File: src/rtl/pack_fifo_pkg.sv
// Shared types and helpers for the packing FIFO: FSM state encoding and lane-index width.
package pack_fifo_pkg;

    typedef enum logic [1:0] {
        ST_IDLE  = 2'd0,
        ST_PAD   = 2'd1,
        ST_DRAIN = 2'd2
    } state_e;

    // A one-lane row still needs a 1-bit lane pointer.
    function automatic int lane_w(input int pack);
        return (pack > 1) ? $clog2(pack) : 1;
    endfunction

endpackage

File: src/rtl/pack_fifo_mem.sv
// Row storage: DEPTH x W, one synchronous write port, one asynchronous read port, no reset.
// Zero read latency; no flow control of its own (the owner gates writes).
module pack_fifo_mem
    import pack_fifo_pkg::*;
#(
    parameter int DEPTH = 4,
    parameter int W     = 32,
    parameter int AW    = 2
) (
    input  logic          clk,
    input  logic          we,
    input  logic [AW-1:0] waddr,
    input  logic [W-1:0]  wdata,
    input  logic [AW-1:0] raddr,
    output logic [W-1:0]  rdata
);

    logic [W-1:0] mem [DEPTH];

    always_ff @(posedge clk) begin
        if (we) begin
            mem[waddr] <= wdata;
        end
    end

    assign rdata = mem[raddr];

endmodule

File: src/rtl/pack_fifo_flush_p.sv
// Packing FIFO: IN_W beats -> PACK-lane rows, show-ahead read (row visible the cycle after commit),
// writes stall only when the row-completing beat meets a full buffer or while padding. PACK_FIFO_ERR_EN adds err_o.
module pack_fifo_flush_p
    import pack_fifo_pkg::*;
#(
    parameter int              IN_W  = 4,
    parameter int              PACK  = 8,
    parameter int              DEPTH = 4,
    parameter logic [IN_W-1:0] PAD   = 4'hC,
    localparam int             OUT_W = IN_W * PACK,
    localparam int             CW    = $clog2(DEPTH + 1)
) (
    input  logic             clk,
    input  logic             reset,
    input  logic             wr_valid_i,
    input  logic [IN_W-1:0]  wr_data_i,
    output logic             wr_ready_o,
    output logic             rd_valid_o,
    input  logic             rd_ready_i,
    output logic [OUT_W-1:0] rd_data_o,
    output logic             rd_last_o,
    input  logic             flush_i,
    output logic             flush_done_o,
    output logic             empty_o,
    output logic             full_o,
    output logic [CW-1:0]    count_o,
    output logic             err_o
);

    localparam int              AW       = $clog2(DEPTH);
    localparam int              LW       = lane_w(PACK);
    localparam int              ACC_W    = IN_W * (PACK - 1);
    localparam logic [LW-1:0]   LAST     = LW'(PACK - 1);
    localparam logic [CW-1:0]   DEPTH_C  = CW'(DEPTH);

    state_e            state;
    logic [AW-1:0]     wr_ptr;
    logic [AW-1:0]     rd_ptr;
    logic [LW-1:0]     lane_ptr;
    logic [ACC_W-1:0]  acc;
    logic [CW-1:0]     count;
    logic [CW-1:0]     drain_cnt;

    logic              full;
    logic              wr_fire;
    logic              rd_fire;
    logic              commit_wr;
    logic              commit_pad;
    logic              commit;
    logic [OUT_W-1:0]  acc_full;
    logic [OUT_W-1:0]  pad_row;
    logic [OUT_W-1:0]  row;
    logic [OUT_W-1:0]  head;

    assign full       = (count == DEPTH_C);
    assign wr_ready_o = (state != ST_PAD) && !((lane_ptr == LAST) && full);
    assign rd_valid_o = (count != '0);
    assign wr_fire    = wr_valid_i && wr_ready_o;
    assign rd_fire    = rd_valid_o && rd_ready_i;

    // A beat on the last lane completing a row coincident with the flush leaves lane_ptr at 0,
    // so PAD has nothing left to commit and must not emit an all-pad row.
    assign commit_wr  = wr_fire && (lane_ptr == LAST);
    assign commit_pad = (state == ST_PAD) && !full && (lane_ptr != '0);
    assign commit     = commit_wr || commit_pad;

    assign acc_full = {PAD, acc};

    always_comb begin
        pad_row = '0;
        for (int i = 0; i < PACK; i++) begin
            pad_row[i*IN_W +: IN_W] = (LW'(i) < lane_ptr) ? acc_full[i*IN_W +: IN_W] : PAD;
        end
    end

    assign row = commit_wr ? {wr_data_i, acc} : pad_row;

    pack_fifo_mem #(
        .DEPTH (DEPTH),
        .W     (OUT_W),
        .AW    (AW)
    ) u_mem (
        .clk   (clk),
        .we    (commit),
        .waddr (wr_ptr),
        .wdata (row),
        .raddr (rd_ptr),
        .rdata (head)
    );

    always_ff @(posedge clk) begin
        if (reset) begin
            wr_ptr   <= '0;
            rd_ptr   <= '0;
            lane_ptr <= '0;
            acc      <= '0;
            count    <= '0;
        end else begin
            if (commit) begin
                wr_ptr <= wr_ptr + AW'(1);
            end
            if (rd_fire) begin
                rd_ptr <= rd_ptr + AW'(1);
            end
            count <= count + CW'(commit) - CW'(rd_fire);

            if (commit) begin
                lane_ptr <= '0;
            end else if (wr_fire) begin
                lane_ptr <= lane_ptr + LW'(1);
            end
            for (int i = 0; i < PACK - 1; i++) begin
                if (wr_fire && (lane_ptr == LW'(i))) begin
                    acc[i*IN_W +: IN_W] <= wr_data_i;
                end
            end
        end
    end

    // drain_cnt tracks only rows that existed (or were partial) when the flush was taken.
    always_ff @(posedge clk) begin
        if (reset) begin
            state     <= ST_IDLE;
            drain_cnt <= '0;
        end else begin
            case (state)
                ST_IDLE: begin
                    if (flush_i) begin
                        drain_cnt <= count + CW'(lane_ptr != '0) - CW'(rd_fire);
                        state     <= (lane_ptr != '0) ? ST_PAD : ST_DRAIN;
                    end
                end
                ST_PAD: begin
                    drain_cnt <= drain_cnt - CW'(rd_fire);
                    if (!full || (lane_ptr == '0)) begin
                        state <= ST_DRAIN;
                    end
                end
                ST_DRAIN: begin
                    if (drain_cnt == '0) begin
                        state <= ST_IDLE;
                    end else begin
                        drain_cnt <= drain_cnt - CW'(rd_fire);
                    end
                end
                default: state <= ST_IDLE;
            endcase
        end
    end

    assign flush_done_o = (state == ST_DRAIN) && (drain_cnt == '0);
    assign rd_last_o    = (state != ST_IDLE) && (drain_cnt == CW'(1)) && rd_valid_o;
    assign rd_data_o    = rd_valid_o ? head : '0;
    assign empty_o      = (count == '0) && (lane_ptr == '0);
    assign full_o       = full;
    assign count_o      = count;

`ifdef PACK_FIFO_ERR_EN
    logic err;

    always_ff @(posedge clk) begin
        if (reset) begin
            err <= 1'b0;
        end else if ((wr_valid_i && !wr_ready_o) || (rd_ready_i && !rd_valid_o)) begin
            err <= 1'b1;
        end
    end

    assign err_o = err;
`else
    assign err_o = 1'b0;
`endif

endmodule

File: config.mk
export PLATFORM = sky130hd
export DESIGN_NAME = pack_fifo_flush_p
export DESIGN_NICKNAME = d
export VERILOG_FILES = /design/src/rtl/pack_fifo_pkg.sv /design/src/rtl/pack_fifo_mem.sv /design/src/rtl/pack_fifo_flush_p.sv
export SDC_FILE = /design/constraint.sdc
export NUM_CORES = 1
export LEC_CHECK = 0
export ABC_AREA = 1
export CAP_MARGIN = 20
export CORE_MARGIN = 1
export CORE_UTILIZATION = 32
export DETAILED_ROUTE_END_ITERATION = 10
export SLEW_MARGIN = 15
export SYNTH_ARGS = -nofsm -noshare
export SYNTH_HDL_FRONTEND = slang
export SYNTH_SLANG_ARGS = --single-unit
File: constraint.sdc
create_clock -name clk -period 5 [get_ports clk]
set_input_delay 0.75 -clock clk [delete_from_list [all_inputs] [get_ports clk]]
set_output_delay 0.75 -clock clk [all_outputs]
set_load 0.01 [all_outputs]
; ---- After elaboration in Yosys (flattened, before gate mapping)
; Memory sizes are Yosys's and may differ from the RTL's. A register that Yosys moved wholly into a read port is not among the register bits.
; Cells that the tools add are included.
[totals]
romBits = 0
inputBits = 9
ramBits = 128
latch_bits = 0
wordCells = 99
mem_count = 1
regBits = 43
output_inout_bits = 42
[classes]
bitwise = 0
n_addsub = 8
shift = 0
multipliers = 0
div = 0
eq_ne = 16
order_cmp = 7
n_reduce_logical = 33
n_mux = 21
[mem_list]
columns = memory, depth, width, rd, rd_clocked_by_memory_dff, wr, line_no
row1 = u_mem.mem, 4, 32, 1, 1, 1, pack_fifo_mem.sv:18  ; logic [W-1:0] mem [DEPTH];
[op_table]
columns = cell, n
row1 = $mux 32, 2
row2 = $mux 4, 7
row3 = $logic_and 1x1->1, 18
row4 = $eq 3x3->1 const B, 5
row5 = $mux 2, 6
row6 = $logic_not 3->1, 3
row7 = $lt 3x3->1 const A, 3
row8 = $pmux 3 s3, 1
row9 = $reduce_bool 3->1, 3
row10 = $sub 3x1->3, 3
row11 = $add 3x1->3, 2
row12 = $eq 3x1->1 const B, 2
row13 = $eq 3x2->1 const B, 2
row14 = $lt 1x3->1 const A, 2
row15 = $lt 2x3->1 const A, 2
row16 = $mux 3, 2
row17 = $ne 2x2->1 const B, 3
row18 = $pmux 2 s3, 1
row19 = $reduce_and 3->1, 2
row20 = $add 2x1->2 const B, 2
row21 = $ne 2x1->1 const B, 2
row22 = $add 3x1->3 const B, 1
row23 = $eq 2x1->1 const B, 1
row24 = $eq 2x2->1 const B, 1
row25 = 6 further kinds, 9

; ---- Longest topological paths before layout
; Gate-level depths: netlist of run 1.
[depth]
ltp_word = 9
mapped_depth = 16
depth_no_buf = 15

; ---- Hierarchy
; A second synthesis of run 1 with hierarchy kept.
[unflattened]
hier_cells = 977
hier_area_um2 = 8370.5
[modules_own_cells]
columns = module, cells_per_inst, n_inst, area_each_um2, seq_area_each_um2
row1 = pack_fifo_mem, 509, 1, 5437.7, 3843.7
row2 = pack_fifo_flush_p, 468, 1, 2932.8, 860.8

; ---- Worst setup path before layout of run 1
; No wires, ideal clock.
[synth_path]
kind = reg2reg
start = register lane_ptr[0]
end = memory u_mem.mem[0][0], enable pin
t_arrival_ns = 2.621
path_stages_with_launch = 11
n_path_buf = 1
setup_slack_ns = 1.957
required_ns = 4.579
setup_ns = 0.421
synth_period_minus_slack_ns = 3.043
path_cell_list = dfxtp_1 > buf_2 > inv_1 > ha_1 > inv_1 > nor2_4 > nor2_1 > nand2_1 > nand2_1 > inv_2 > nor2_1
[synth_between]
elab_chain_len = 9
elab_cells_between_ends = 11
classes_between = eq/ne: 1 / mux: 2 / reduce/logical: 8
[synth_lines]
columns = element, line_no
row1 = start: declaration, pack_fifo_flush_p.sv:39  ; logic [LW-1:0] lane_ptr;
row2 = start signal: assignment, pack_fifo_flush_p.sv:110  ; lane_ptr <= lane_ptr + LW'(1);
row3 = $eq 3x3->1, "pack_fifo_flush_p.sv:56, pack_fifo_flush_p.sv:63"
row4 = $logic_and 1x1->1, pack_fifo_flush_p.sv:56  ; assign wr_ready_o = (state != ST_PAD) && !((lane_ptr == LAST) && full);
row5 = $logic_not 1->1, pack_fifo_flush_p.sv:56
row6 = $logic_and 1x1->1, pack_fifo_flush_p.sv:56
row7 = $logic_and 1x1->1, pack_fifo_flush_p.sv:58  ; assign wr_fire = wr_valid_i && wr_ready_o;
row8 = $logic_and 1x1->1, pack_fifo_flush_p.sv:63  ; assign commit_wr = wr_fire && (lane_ptr == LAST);
row9 = $logic_or 1x1->1 *, pack_fifo_flush_p.sv:65  ; assign commit = commit_wr || commit_pad;
row10 = $mux 1 *, pack_fifo_mem.sv:21  ; if (we) begin
row11 = $mux 1 (not written as such) *, pack_fifo_mem.sv:22  ; mem[waddr] <= wdata;
row12 = end: declaration, pack_fifo_mem.sv:18
; Mark *: on every way between the ends. The rest lies on a longest branch, timed or not.

==> flow_summary.ini, run 1 <==
[worst_setup_path]
rr_endpoint = count_o[2]
path_cells = clkinv_1, buf_4, o21ai_0, a21oi_1, clkdlybuf4s50_1
critPathCaptureType = primary output
rr_startpoint = state[1]
path_class = flop to primary output
critPathRequiredTime_ps = 4250
critPathSlowestCell = clkinv_1
worst-path-max-fanout = 34
cp.arrival_ps = 2780
rr_worst_depth = 13
reg2reg_slack_ps = 1830
cpPeakStageDelay_ps = 630
worstSetupStartpointType = flop

[cells_and_area]
fill_cells = 2285
finalNetCount = 861
n_antenna_cell = 0
fin_cells = 1165
multi_input_area_sq_um = 2430
drive_gt1_share_pct = 8.16
area_growth_pct = 17.9
fin_util_pct = 38.6
register_area_sq_um = 4750
design_area_sq_um = 9050

[global_route]
grt_overflow = 0
grt_max_degree = 65
antenna_found_initial = 0
track_usage_pct = 14.7
grt_pass1_wl_um = 27100
grt_pass1_vias = 5070

[place]
routabilityCongestion = 0.759
port_buffers = 49
dp_hpwl_um = 10700
pre_cts_ws_ps = 1620
place_inst = 1133
dpl_cell_area_sq_um = 8450

[synthesis]
ys_types = 31
synth_fp_nets = 819
syn-instance-count = 791
synth_area_per_cell_sq_um = 9.71
seq_area_frac_synth_pct = 61.8
synthesis.area_sq_um = 7680
yosysWarnings = 0
ys_ff_latch = 173

[timing]
finalMaxSlewViolations = 0
tightest_slew_ps = 820
grt_setup_unrepaired = no
finalHoldViolations = 0
finalSetupTns_ps = 0
min_period_over_period_pct = 70.6
period_needed_ps = 3530
final-setup-viol-count = 0
relSlewSlack_pct = 45.0
hold_slack_ps = 472
setup_ws_ps = 1470
max_freq_mhz = 283
fin_worst_skew_ps = 13.4

[drt]
post-route-drc-count = 0
drt_wl_total_um = 16700
dr.pass1.iters = 5
route.antenna.remaining_nets = 0
drt-initial-drc-count = 288
vias_per_cell = 4.45
num_vias = 5189
routedWlPerCell_um = 14.4

[cts]
cts_num_sinks = 173
cts_setup_buffers = 0
htreeDepth = 4
cts_inserted_buffers = 17
worstSkewPairLatency_ps = 430
cts_tree = built
cts.root.buffer_cell = clkbuf_16
cts_resized = 0
clk_path_buf_depth = 2
hold_buffers = 0
clkTransAtPathRegs_ps = 70

[floorplanning]
std_cell_rows = 56
dieHeight_um = 157
core_sq_um = 23500
die_w_um = 157
die-area_sq_um = 24600
initial_core_util_pct = 32.7
ios = 51

[power]
switching_share_pct = 34.5
pwr-share-seq_pct = 36.6
pwr-share-clk_pct = 29.0
p_sw_mw = 1.57
intPower_mw = 2.98
power_density_nw_per_um2 = 503
peakVddDrop_v = 0.000261
combPwrFrac_pct = 34.5
power_leakage_nw = 3.38
finalPower_mw = 4.55

[job]
maxCapViolations = 0

[hold_path]
hp-class = flop to flop
hold_depth = 2
hold_start = rd_ptr[1]
min_to = rd_ptr[1]

[outcome]
status = finished clean
-- power by group through the flow --
stage / sequential [mW] / combinational [mW] / clock [mW]
final: 1.67 / 1.57 / 1.32
after global placement: 1.70 / 1.59 / 0
after CTS: 1.67 / 1.60 / 1.34
after detailed placement: 1.70 / 1.59 / 0
after floorplan: 1.69 / 0.916 / 0
after global routing: 1.67 / 1.77 / 1.40
-- state kept, by name, summed over array words and instances (netlist names), named ones only --
| register | count |
|---|---|
| acc | 28 |
| count_o | 3 |
| drain_cnt | 3 |
| lane_ptr | 3 |
| rd_ptr | 2 |
| state | 2 |
| u_mem.mem | 128 |
| wr_ptr | 2 |
-- cells by family after synthesis --
group	synth area share [%]
compound gates	7.43
xor+xnor	0.114
fa+ha+maj	3.29
buf+inv	6.62
flops	61.8
other cells	0.0488
simple gates	20.7
-- metal layers --
layer  vias up  GRT usage, %  part of all wire [%]
li1       2657             -                     -
met1      2419          18.8                    46
met2       109          24.9                    48
met3         4          3.19                   5.1
met4         0          3.78                  0.43
met5         -             0                     0
-- worst max-delay path by stage --
stage	startpoint	to	slack (ps)
global placement	wr_valid_i	count_o[2]	1700
floorplan	lane_ptr[0]	u_mem.mem[0][0]	1960
global route	flop	rd_data_o[31]	1250
CTS	flop	rd_data_o[11]	1380
detailed placement	wr_valid_i	count_o[2]	1620
finish	flop	rd_data_o[11]	1470
-- cells in the final DEF (no fill, tap or decap), types with 4 or more instances in the layout --
master	Yosys	final
inv_1	77	76
buf_4	4	10
nor2_1	220	216
nand3_1	13	13
clkbuf_16	0	17
dfxtp_1	45	44
clkdlybuf4s50_1	0	49
a21oi_1	42	42
edfxtp_1	128	128
inv_2	3	4
nand4_4	8	8
ha_1	17	17
nor2_2	4	8
inv_6	0	5
nand2_1	110	110
o21ai_0	71	71
-- final cells by class --
class                      count  share of cell area, %
sequential                   173                   52.4
multi-input combinational    500                   26.9
timing repair buffer          59                   6.25
clock buffer                  17                   4.70
tap                          319                   4.41
inverter                      82                   3.40
clock inverter                15                   1.92
-- synthesized netlist by cell type --
library cell	n	area, sq um
nor2_1	220	826
inv_2	3	11.3
nand4_1	1	6.26
fa_1	2	40.0
buf_1	2	7.51
buf_6	4	45.0
clkbuf_2	2	10.0
o21ai_1	1	5.00
conb_1	1	3.75
o21ai_0	71	355
nand3_1	13	65.1
a21oi_1	42	210
ha_1	17	213
xor2_1	1	8.76
inv_1	77	289
clkinv_1	2	7.51
buf_2	14	70.1
or2_2	2	12.5
or2_1	1	6.26
nand4_4	8	170
buf_4	4	30.0
nor2_2	4	25.0
nand2_1	110	413
dfxtp_1	45	901
edfxtp_1	128	3840
nor2_4	2	22.5
clkbuf_1	10	37.5
nand3b_1	1	7.51
nor3_1	1	5.00
nand3_4	1	17.5
nand4_2	1	12.5
-- critical path, delay by kind of cell (launching register included) --
family | cells | cell delay (ps)
AO/OA/AOI/OAI | 2 | 360
buffers and inverters | 3 | 1650
flip-flops | 1 | 330
(Power assumes the default switching activity.)
==> run 2: changes to the inputs <==
==> constraint.sdc (replaced) <==
create_clock -name clk -period 3.6 [get_ports clk]
set_input_delay 0.54 -clock clk [delete_from_list [all_inputs] [get_ports clk]]
set_output_delay 0.54 -clock clk [all_outputs]
set_load 0.01 [all_outputs]
==> flow_summary.ini, run 2 (synthesized netlist as in run 1, its figures left out) <==
[power]
switching_share_pct = 33.5
intPower_mw = 4.20
pwr-share-seq_pct = 37.1
peakVddDrop_v = 0.000389
power_density_nw_per_um2 = 695
pwr-share-clk_pct = 28.9
finalPower_mw = 6.32
combPwrFrac_pct = 34.1
p_sw_mw = 2.12
power_leakage_nw = 3.40

[cells_and_area]
largest_reg_flops = 128
finalNetCount = 866
register_area_sq_um = 4750
fill_cells = 2328
layout_commonest_cell = nor2_1
area_growth_pct = 18.4
max_flop_register = u_mem.mem
n_antenna_cell = 0
mostFrequentLayoutCells = nor2_1, edfxtp_1, nand2_1
multi_input_area_sq_um = 2430
drive_gt1_share_pct = 8.46
top_regs = u_mem.mem x128, acc x28

[place]
routabilityCongestion = 0.785
pre_cts_ws_ps = 871
port_buffers = 49
dp_hpwl_um = 10000

[worst_setup_path]
rr_endpoint = count_o[2]
path_cells = buf_12, nor2_1, nor2_1, o21ai_0, a21oi_1, clkdlybuf4s50_1
crit_top_cell = nor2_1
cpPeakStageDelay_ps = 720
critPathSlowestCell = dfxtp_2
critPathBufInv = 2
reg2reg_slack_ps = 950
rr_worst_depth = 15
critPathCaptureType = primary output
critPathRequiredTime_ps = 3060
cp.arrival_ps = 2510
rr_startpoint = lane_ptr[0]
crit_family = buffers and inverters
path_class = flop to primary output
worstSetupStartpointType = flop
worst-path-max-fanout = 38

[floorplanning]
dieHeight_um = 157
die_w_um = 157
std_cell_rows = 56
die-area_sq_um = 24600
core_sq_um = 23500
ios = 51
initial_core_util_pct = 32.7

[timing]
finalMaxSlewViolations = 0
finalHoldViolations = 0
tightest_slew_ps = 605
grt_setup_unrepaired = no
period_needed_ps = 3050
finalSetupTns_ps = 0
relSlewSlack_pct = 59.7
setup_ws_ps = 547
min_period_over_period_pct = 84.8
max_freq_mhz = 328
final-setup-viol-count = 0
fin_worst_skew_ps = 6.34

[outcome]
status = finished clean

[cts]
cts_tree = built
cts_inserted_buffers = 17
cts_num_sinks = 173
cts_resized = 0
hold_buffers = 0
cts_setup_buffers = 0
htreeDepth = 4
clkTransAtPathRegs_ps = 60
worstSkewPairLatency_ps = 430
cts.root.buffer_cell = clkbuf_16
clk_path_buf_depth = 2

[hold_path]
hold_start = rd_ptr[1]
hp-class = flop to flop
hold_depth = 2

[global_route]
antenna_found_initial = 0
grt_pass1_wl_um = 26900
grt_pass1_vias = 5060
grt_overflow = 0
grt_max_degree = 39
track_usage_pct = 14.7

[drt]
drt-initial-drc-count = 310
dr.pass1.iters = 4
num_vias = 5206
routedWlPerCell_um = 14.3
drt_wl_total_um = 16700
post-route-drc-count = 0
route.antenna.remaining_nets = 0
vias_per_cell = 4.45

[job]
maxCapViolations = 0
## run 2: changes by cell type in the layout (fill, tap and decap cells not counted)
| cell | previous run | this run |
|---|---|---|
| clkbuf_1 | 0 | 1 |
| clkinv_2 | 0 | 1 |
| inv_8 | 3 | 1 |
| bufinv_16 | 1 | 2 |
| buf_4 | 10 | 14 |
| clkinvlp_4 | 1 | 4 |
| inv_6 | 5 | 4 |
| inv_1 | 76 | 77 |
| inv_2 | 4 | 3 |
| clkinv_8 | 2 | 0 |
| buf_12 | 0 | 1 |
| clkinv_4 | 3 | 2 |
## run 2: final cells by class
type                            instances  area share [%]
Clock buffer                           18            4.72
Tap cell                              319            4.39
Clock inverter                         14            1.75
Timing Repair Buffer                   64            6.77
Multi-Input combinational cell        500            26.8
Inverter                               82            3.39
Sequential cell                       173            52.2
## run 2: how the worst max path moves through the flow
stage	cells after the start	endpoint	startpoint
2_1_floorplan	10	u_mem.mem[0][0]	lane_ptr[0]
3_3_place_gp	12	count_o[2]	wr_valid_i
3_5_place_dp	12	count_o[2]	wr_valid_i
4_1_cts	6	rd_data_o[8]	flop
5_1_grt	6	rd_data_o[28]	flop
6_report	6	rd_data_o[28]	flop
## run 2: layer usage
layer | vias up | part of all wire (%) | GRT usage, %
met1 | 2442 | 46 | 18.3
met3 | 17 | 3.8 | 3.25
met2 | 85 | 49 | 25.2
met5 | - | 0 | 0
li1 | 2662 | - | -
met4 | 0 | 1.5 | 4.53
## run 2: metrics by stage
| step | utilization, % | instance area, sq um | hold slack, ps | instances |
|---|---|---|---|---|
| 3_5_place_dp | 36.2 | 8500 | 453 | 1138 |
| 6_report | 38.7 | 9090 | 458 | 1170 |
| 2_1_floorplan | - | 7680 | 433 | 791 |
| 5_1_grt | 38.7 | 9090 | 506 | 1170 |
| 3_3_place_gp | 36.2 | 8500 | 441 | 1138 |
| 4_1_cts | 38.7 | 9090 | 462 | 1170 |
## run 2: tightest hold or removal path: cells and delay by family (launching register included)
kind | cells | cell delay (ps)
AOI/OAI and AO/OA | 1 | 60
buffers and inverters | 1 | 40
DFF | 1 | 310
## run 2: power by group through the flow
stage               Sequential, mW  Clock (mW)  Combinational (mW)
finish                        2.34        1.82                2.15
global route                  2.36        1.95                2.43
CTS                           2.35        1.85                2.21
detailed placement            2.39           0                2.19
global placement              2.39           0                2.18
floorplan                     2.34           0                1.27
